File: src/rtl/bitstream_loader.sv
// Configuration-chain programmer: serializes bytes onto prog_clk/prog_en/prog_in
// and runs a recirculating, non-destructive readback of the chain.
module bitstream_loader #(
  parameter int CHAIN_LEN = 14,
  parameter int CLK_DIV   = 2
) (
  input  logic       clk,
  input  logic       rst,
  input  logic       start_load,
  input  logic       start_read,
  input  logic [7:0] in_data,
  input  logic       in_valid,
  output logic       in_ready,
  output logic [7:0] rd_data,
  output logic       rd_valid,
  input  logic       rd_ready,
  output logic       prog_clk,
  output logic       prog_en,
  output logic       prog_in,
  input  logic       prog_out,
  output logic       busy,
  output logic       done,
  output logic       cfg_valid,
  output logic       fabric_rst
);

  localparam int BW = $clog2(CHAIN_LEN + 1);
  localparam int DW = $clog2(CLK_DIV + 1);

  typedef enum logic [2:0] {
    S_IDLE, S_FETCH, S_LOW, S_HIGH, S_EMIT, S_FINISH
  } state_t;

  state_t          r_state, w_state_nxt;
  logic            r_mode_rd, w_mode_nxt;
  logic [BW-1:0]   r_bits, w_bits_nxt, w_bits_inc;
  logic [2:0]      r_bpos, w_bpos_nxt;
  logic [DW-1:0]   r_div, w_div_nxt;
  logic [7:0]      r_sr, w_sr_nxt;
  logic [7:0]      r_rb, w_rb_nxt;
  logic            r_cfg_valid, w_cfg_nxt;
  logic            w_div_last;

  logic            r_prog_clk, r_prog_en, r_prog_in;
  logic            r_in_ready, r_rd_valid, r_busy, r_done, r_fabric_rst;
  logic [7:0]      r_rd_data;

  assign w_bits_inc = r_bits + 1'b1;
  assign w_div_last = (r_div == DW'(CLK_DIV - 1));

  always_comb begin
    w_state_nxt = r_state;
    w_mode_nxt  = r_mode_rd;
    w_bits_nxt  = r_bits;
    w_bpos_nxt  = r_bpos;
    w_sr_nxt    = r_sr;
    w_rb_nxt    = r_rb;
    w_cfg_nxt   = r_cfg_valid;
    w_div_nxt   = '0;
    case (r_state)
      S_IDLE: begin
        if (start_load) begin
          w_mode_nxt  = 1'b0;
          w_cfg_nxt   = 1'b0;
          w_bits_nxt  = '0;
          w_bpos_nxt  = '0;
          w_state_nxt = S_FETCH;
        end else if (start_read) begin
          w_mode_nxt  = 1'b1;
          w_bits_nxt  = '0;
          w_bpos_nxt  = '0;
          w_rb_nxt    = '0;
          w_state_nxt = S_LOW;
        end
      end
      S_FETCH: begin
        if (in_valid) begin
          w_sr_nxt    = in_data;
          w_state_nxt = S_LOW;
        end
      end
      S_LOW: begin
        if (w_div_last) begin
          if (r_mode_rd) w_rb_nxt[r_bpos] = prog_out;
          w_state_nxt = S_HIGH;
        end
      end
      S_HIGH: begin
        if (w_div_last) begin
          w_bits_nxt = w_bits_inc;
          w_bpos_nxt = r_bpos + 3'd1;
          w_sr_nxt   = {1'b0, r_sr[7:1]};
          if (w_bits_inc == BW'(CHAIN_LEN))
            w_state_nxt = r_mode_rd ? S_EMIT : S_FINISH;
          else if (r_bpos == 3'd7)
            w_state_nxt = r_mode_rd ? S_EMIT : S_FETCH;
          else
            w_state_nxt = S_LOW;
        end
      end
      S_EMIT: begin
        if (rd_ready) begin
          w_rb_nxt    = '0;
          w_state_nxt = (r_bits == BW'(CHAIN_LEN)) ? S_FINISH : S_LOW;
        end
      end
      S_FINISH: w_state_nxt = S_IDLE;
      default:  w_state_nxt = S_IDLE;
    endcase
    // Load completion becomes visible in the same cycle as done.
    if (w_state_nxt == S_FINISH && r_state != S_FINISH && !w_mode_nxt)
      w_cfg_nxt = 1'b1;
    if (w_state_nxt == r_state && (r_state == S_LOW || r_state == S_HIGH))
      w_div_nxt = r_div + 1'b1;
  end

  always_ff @(posedge clk) begin
    if (rst) begin
      r_state      <= S_IDLE;
      r_mode_rd    <= 1'b0;
      r_bits       <= '0;
      r_bpos       <= '0;
      r_div        <= '0;
      r_sr         <= '0;
      r_rb         <= '0;
      r_cfg_valid  <= 1'b0;
      r_prog_clk   <= 1'b0;
      r_prog_en    <= 1'b0;
      r_prog_in    <= 1'b0;
      r_in_ready   <= 1'b0;
      r_rd_valid   <= 1'b0;
      r_rd_data    <= '0;
      r_busy       <= 1'b0;
      r_done       <= 1'b0;
      r_fabric_rst <= 1'b1;
    end else begin
      r_state     <= w_state_nxt;
      r_mode_rd   <= w_mode_nxt;
      r_bits      <= w_bits_nxt;
      r_bpos      <= w_bpos_nxt;
      r_div       <= w_div_nxt;
      r_sr        <= w_sr_nxt;
      r_rb        <= w_rb_nxt;
      r_cfg_valid <= w_cfg_nxt;
      // Outputs are decoded from the next state so they line up with r_state.
      r_prog_clk  <= (w_state_nxt == S_HIGH);
      if (w_state_nxt == S_LOW && r_state != S_LOW) begin
        r_prog_en <= 1'b1;
        r_prog_in <= w_mode_nxt ? prog_out : w_sr_nxt[0];
      end else if (w_state_nxt == S_FINISH) begin
        r_prog_en <= 1'b0;
      end
      r_in_ready <= (w_state_nxt == S_FETCH);
      r_rd_valid <= (w_state_nxt == S_EMIT);
      if (w_state_nxt == S_EMIT && r_state != S_EMIT)
        r_rd_data <= w_rb_nxt;
      r_busy       <= (w_state_nxt != S_IDLE);
      r_done       <= (w_state_nxt == S_FINISH);
      r_fabric_rst <= !w_cfg_nxt;
    end
  end

  assign prog_clk   = r_prog_clk;
  assign prog_en    = r_prog_en;
  assign prog_in    = r_prog_in;
  assign in_ready   = r_in_ready;
  assign rd_valid   = r_rd_valid;
  assign rd_data    = r_rd_data;
  assign busy       = r_busy;
  assign done       = r_done;
  assign cfg_valid  = r_cfg_valid;
  assign fabric_rst = r_fabric_rst;

endmodule
File: config.mk
export PLATFORM = sky130hd
export DESIGN_NAME = bitstream_loader
export DESIGN_NICKNAME = d
export VERILOG_FILES = /design/src/rtl/bitstream_loader.sv
export SDC_FILE = /design/constraint.sdc
export NUM_CORES = 1
export LEC_CHECK = 0
export CAP_MARGIN = 20
export CORE_MARGIN = 1.5
export CORE_UTILIZATION = 54
export CTS_CLUSTER_DIAMETER = 150
export CTS_CLUSTER_SIZE = 25
export DETAILED_ROUTE_END_ITERATION = 16
export GPL_ROUTABILITY_DRIVEN = 0
export PLACE_DENSITY = 0.79
export SYNTH_ARGS = -nofsm -noshare
export SYNTH_HDL_FRONTEND = slang
export SYNTH_SLANG_ARGS = --single-unit
File: constraint.sdc
create_clock -name clk -period 2.1 [get_ports clk]
set_input_delay 0.525 -clock clk [delete_from_list [all_inputs] [get_ports clk]]
set_output_delay 0.525 -clock clk [all_outputs]
set_load 0.01 [all_outputs]
Word-level counts from Yosys, hierarchy flattened
Index checks and enable logic that the tools add are counted.
{"block": "totals", "wordCells": 102, "ff_bits": 46, "input_bits": 15}
{"block": "op_classes", "n_addsub": 3, "bitwise": 1, "n_mux": 41, "reduce_logical": 17, "n_eq_ne": 20, "n_lt_le_gt_ge": 2}
{"cell": "8-bit 2-to-1 mux", "count": 7}
{"cell": "3-bit 2-to-1 mux", "count": 13}
{"cell": "8-bit case mux with 3 select lines", "count": 1}
{"cell": "8-bit case mux with 2 select lines", "count": 1}
{"cell": "3-bit case mux with 5 select lines", "count": 1}
{"cell": "3-bit by 2-bit equality test with 1-bit output, second input constant", "count": 4}
{"cell": "3-bit equality test, second input constant", "count": 4}
{"cell": "4-bit 2-to-1 mux", "count": 3}
{"cell": "1-bit 2-to-1 mux", "count": 11}
{"cell": "3-bit != test, second input constant", "count": 3}
{"cell": "8-bit bitwise mux", "count": 1}
{"cell": "4-bit equality test, second input constant", "count": 2}
{"cell": "4-bit case mux with 2 select lines", "count": 1}
{"cell": "3-bit by 1-bit equality test with 1-bit output, second input constant", "count": 2}
{"cell": "1-bit logical AND", "count": 6}
{"cell": "3-bit case mux with 2 select lines", "count": 1}
{"cell": "3-bit AND reduction", "count": 2}
{"cell": "2-bit nonzero test", "count": 3}
{"cell": "4-bit by 1-bit adder with 4-bit output, second input constant", "count": 1}
{"cell": "3-bit by 4-bit less-than comparator with 1-bit output, second input constant", "count": 1}
{"cell": "2-bit != test, second input constant", "count": 2}
{"cell": "3-bit by 1-bit adder with 3-bit output, second input constant", "count": 1}
{"cell": "1-bit demux with 3-bit select", "count": 1}
{"cell": "3-bit equality test", "count": 1}
{"cell": "10 further kinds", "count": 11}

Longest topological paths before layout
{"block": "depth", "word_depth": 10, "mapped_depth": 9, "depth_no_buf": 8}

Worst setup path after synthesis
No wires, ideal clock.
{"block": "synth_timing", "path_type": "reg2reg", "start": "register r_div[1]", "end": "register r_fabric_rst (netlist: fabric_rst)", "path_buffers": 0, "path_slack_ns": 0.269, "stages_incl_launch_ff": 9, "t_required_ns": 1.978, "setup_time_ns": 0.122, "arrival_ns": 1.709, "path_cell_list": "dfxtp_1 inv_1 ha_1 nand2b_1 o211a_2 o31ai_4 a21oi_2 or2_1 o32a_1"}
{"block": "synth_between", "elab_chain_cells": 8, "word_cells_on_any_way": 9, "classes_between": "eq/ne (2); mux (4); reduce/logical (3)"}
{"element": "start, declared", "line": "38", "rtl": "logic [DW-1:0] r_div, w_div_nxt;"}
{"element": "start signal, assigned", "line": "141", "rtl": "r_div <= w_div_nxt;"}
{"element": "2-bit by 1-bit equality test with 1-bit output *", "line": "49", "rtl": "assign w_div_last = (r_div == DW'(CLK_DIV - 1));"}
{"element": "3-bit 2-to-1 mux (on tied branches)", "line": "89, 83"}
{"element": "3-bit case mux with 5 select lines *", "line": "60", "rtl": "case (r_state)"}
{"element": "3-bit equality test *", "line": "111", "rtl": "if (w_state_nxt == S_FINISH && r_state != S_FINISH && !w_mode_nxt)"}
{"element": "1-bit logical AND * (2 in series)", "line": "111"}
{"element": "1-bit 2-to-1 mux *", "line": "111"}
{"element": "1-bit logical NOT *", "line": "159", "rtl": "r_fabric_rst <= !w_cfg_nxt;"}
{"element": "end signal, assigned", "line": "159"}
{"element": "end, declared", "line": "45", "rtl": "logic r_in_ready, r_rd_valid, r_busy, r_done, r_fabric_rst;"}
Mark *: on every way between the ends. The rest lies on a longest branch, timed or not.
A chain may end at the register's enable or synchronous reset.

Final worst setup path
Ends and elaborated chain as after synthesis.

==> qor.yml <==
pwr:
  fin_total_pwr_mw: 1.79
  leakagePower_nw: 1.13
  ir_worst_vdd_mv: 0.595
  cellPowerDensity_nw_per_um2: 624
die:
  die_width_um: 67.4
  die_y_um: 67.4
  die_area_sq_um: 4550
  start_util_pct: 56.0
  rows: 23
  core-area_sq_um: 4000
  ioPinCount: 32
routing:
  ant_nets: 0
  first_iter_violations: 99
  wire_per_inst_um: 14.5
  drt_drc_violations_left: 0
  dr.pass1.iters: 5
  num_vias: 2081
  drt_wl_total_mm: 5.22
  vias_per_cell: 5.76
worst_hold_path:
  hold_path.class: "reg2reg"
finish:
  antenna_cells: 0
  finalNonFillerCells: 361
  final_cell_mix: "45 x dfxtp_1, 30 x clkdlybuf4s50_1, 28 x buf_4"
  post-route-util_pct: 71.8
  syn2layout_area_growth_pct: 28.1
  layout-drive-gt1-share_pct: 17.4
  fin_nets: 331
  final_common_cell: "dfxtp_1"
clock_network:
  clock-sinks: 46
  cts_buffers: 5
  root_buffer: "clkbuf_8"
  clk-insertion-delay-late_ps: 300
  h-tree-depth: 2
  path_clk_slew_ps: 90
  cts_max_path_buffers: 2
  cts_tree: "yes"
timing:
  setup_viol: 0
  final_max_slew_viol_count: 0
  fin_tns_setup_ps: 0
  fin_crit_ps: 2050
  hold_viol_final: 0
  fin_skew_ps: 8.62
  relSlewSlack_pct: 70.6
  holdWs_ps: 454
  fin_crit_sh_pct: 97.5
  tightest_slew_ps: 440
  fmax_ghz: 0.489
placement:
  io_buffer_count: 31
  hpwl_mm: 3.63
  place_inst: 351
yosys:
  synth_edf_count: 0
  synth_warnings: 0
  synth.distinct_cells: 52
  syn_nets: 282
  synth_top_cell_by_area: "dfxtp_1"
  yosysTopAreaCellShare_pct: 41.1
  synthTopCellsByArea: "dfxtp_1 41%, nor2_1 4.5%, a22oi_1 4.4%"
  ys_async_sr_fraction_pct: 0
  ys_seq_area_share_pct: 41.1
  syn-instance-count: 261
  netlist_area_sq_um: 2240
  avgSynthCellArea_sq_um: 8.59
  ys_ff_latch: 46
  synth_flop_cell: "dfxtp_1"
setup_path:
  crit_type: "reg2reg"
  required_ps: 2290
  crit_arrival_ps: 2230
  cp-end-kind: "register"
  worstPathMaxFanout: 7
  critPathLaunchType: "register"
status:
  status: "completed"
global_routing:
  grt_max_degree: 21
  grt_pass1_vias: 1736
  grt_pass1_wl_mm: 8.26
  antenna_found_initial: 0
  track_usage_pct: 24.0
  grt.overflow.total: 0
flow_run:
  max_cap_violations: 0
area by class of cell:
cell class                 instances  area [sq um]
fill                             311          1130
clock inverter                     1          5.00
timing repair buffer              59           523
tap                               50          62.6
inverter                          10          37.5
multi-input combinational        188          1230
clock buffer                       7          86.3
sequential                        46           922
worst max-delay path, stage by stage, from the launching register on:
cell      delay [ps]
dfxtp_1          340
inv_1             50
ha_2             220
nand2b_1         170
o211a_2          170
o31ai_4          290
a21oi_2          100
or2_1            270
o32a_1           330
metrics by stage:
step / instance area [sq um] / setup slack [ps]
6_report: 2870 / 53.2
5_1_grt: 2870 / -47.3
4_1_cts: 2840 / 31.2
3_5_place_dp: 2730 / -316
3_3_place_gp: 2730 / -263
2_1_floorplan: 2240 / 269
worst paths after layout:
check | from | slack (ps) | end | cells after the start
max | r_div[1]$_SDFF_PP0_ | 50 | fabric_rst$_SDFF_PP1_ | 8
min | r_div[0]$_SDFF_PP0_ | 450 | r_div[0]$_SDFF_PP0_ | 1
max reg2reg | r_div[1]$_SDFF_PP0_ | 50 | fabric_rst$_SDFF_PP1_ | 8
min reg2reg | r_div[0]$_SDFF_PP0_ | 450 | r_div[0]$_SDFF_PP0_ | 1
logic make-up (layout without fill, tap and decap cells):
| family | Yosys count | in the layout | share of synthesized area [%] |
|---|---|---|---|
| DFF | 46 | 46 | 41.1 |
| and+or+nand+nor | 106 | 106 | 25.0 |
| AOI/OAI and AO/OA | 71 | 71 | 23.1 |
| muxes | 5 | 5 | 2.23 |
| adders and majority gates | 6 | 6 | 3.35 |
| buffers and inverters | 27 | 77 | 5.25 |
metal layers:
metal | track usage [%] | vias to the layer above | wire (um)
li1 | - | 1040 | -
met1 | 32.6 | 966 | 2360
met2 | 37.1 | 65 | 2490
met3 | 6.17 | 10 | 288
met4 | 7.65 | 0 | 80
met5 | 0 | - | 0
cells in the mapped netlist, types with 2 or more instances:
| library cell | count |
|---|---|
| a211oi_1 | 2 |
| a21oi_1 | 16 |
| a221oi_1 | 8 |
| a22oi_1 | 13 |
| a31oi_1 | 3 |
| a32oi_1 | 2 |
| and3_1 | 3 |
| and4b_1 | 3 |
| buf_2 | 10 |
| clkbuf_1 | 6 |
| dfxtp_1 | 46 |
| ha_1 | 6 |
| inv_1 | 10 |
| mux2i_1 | 5 |
| nand2_1 | 26 |
| nand2b_1 | 5 |
| nand4_1 | 3 |
| nand4b_1 | 2 |
| nor2_1 | 27 |
| nor2_2 | 2 |
| nor2b_1 | 13 |
| nor3_1 | 8 |
| o21ai_0 | 8 |
| o22ai_1 | 4 |
| or2_1 | 3 |
sequential cells by signal (all words and copies together) (netlist names), 2 cells and up:
name,flops
r_rb,8
rd_data,8
r_bpos,3
r_state,3
r_bits,4
r_sr,8
r_div,2
power by group:
| part | internal, mW | total (mW) | switching [mW] | leakage, nW |
|---|---|---|---|---|
| combinational | 0.150 | 0.307 | 0.157 | 0.707 |
| clock | 0.266 | 0.558 | 0.292 | 0.0482 |
| sequential | 0.898 | 0.926 | 0.0278 | 0.373 |
repair_timing:
action / CTS / global route
setup endpoints to repair: 5 / 7
buffers inserted: 2 / 0
hold buffers: 0 / 0
resized for setup: 1 / 8
pin swaps: 1 / 2
No activity file was read; power rests on OpenSTA's default activity.
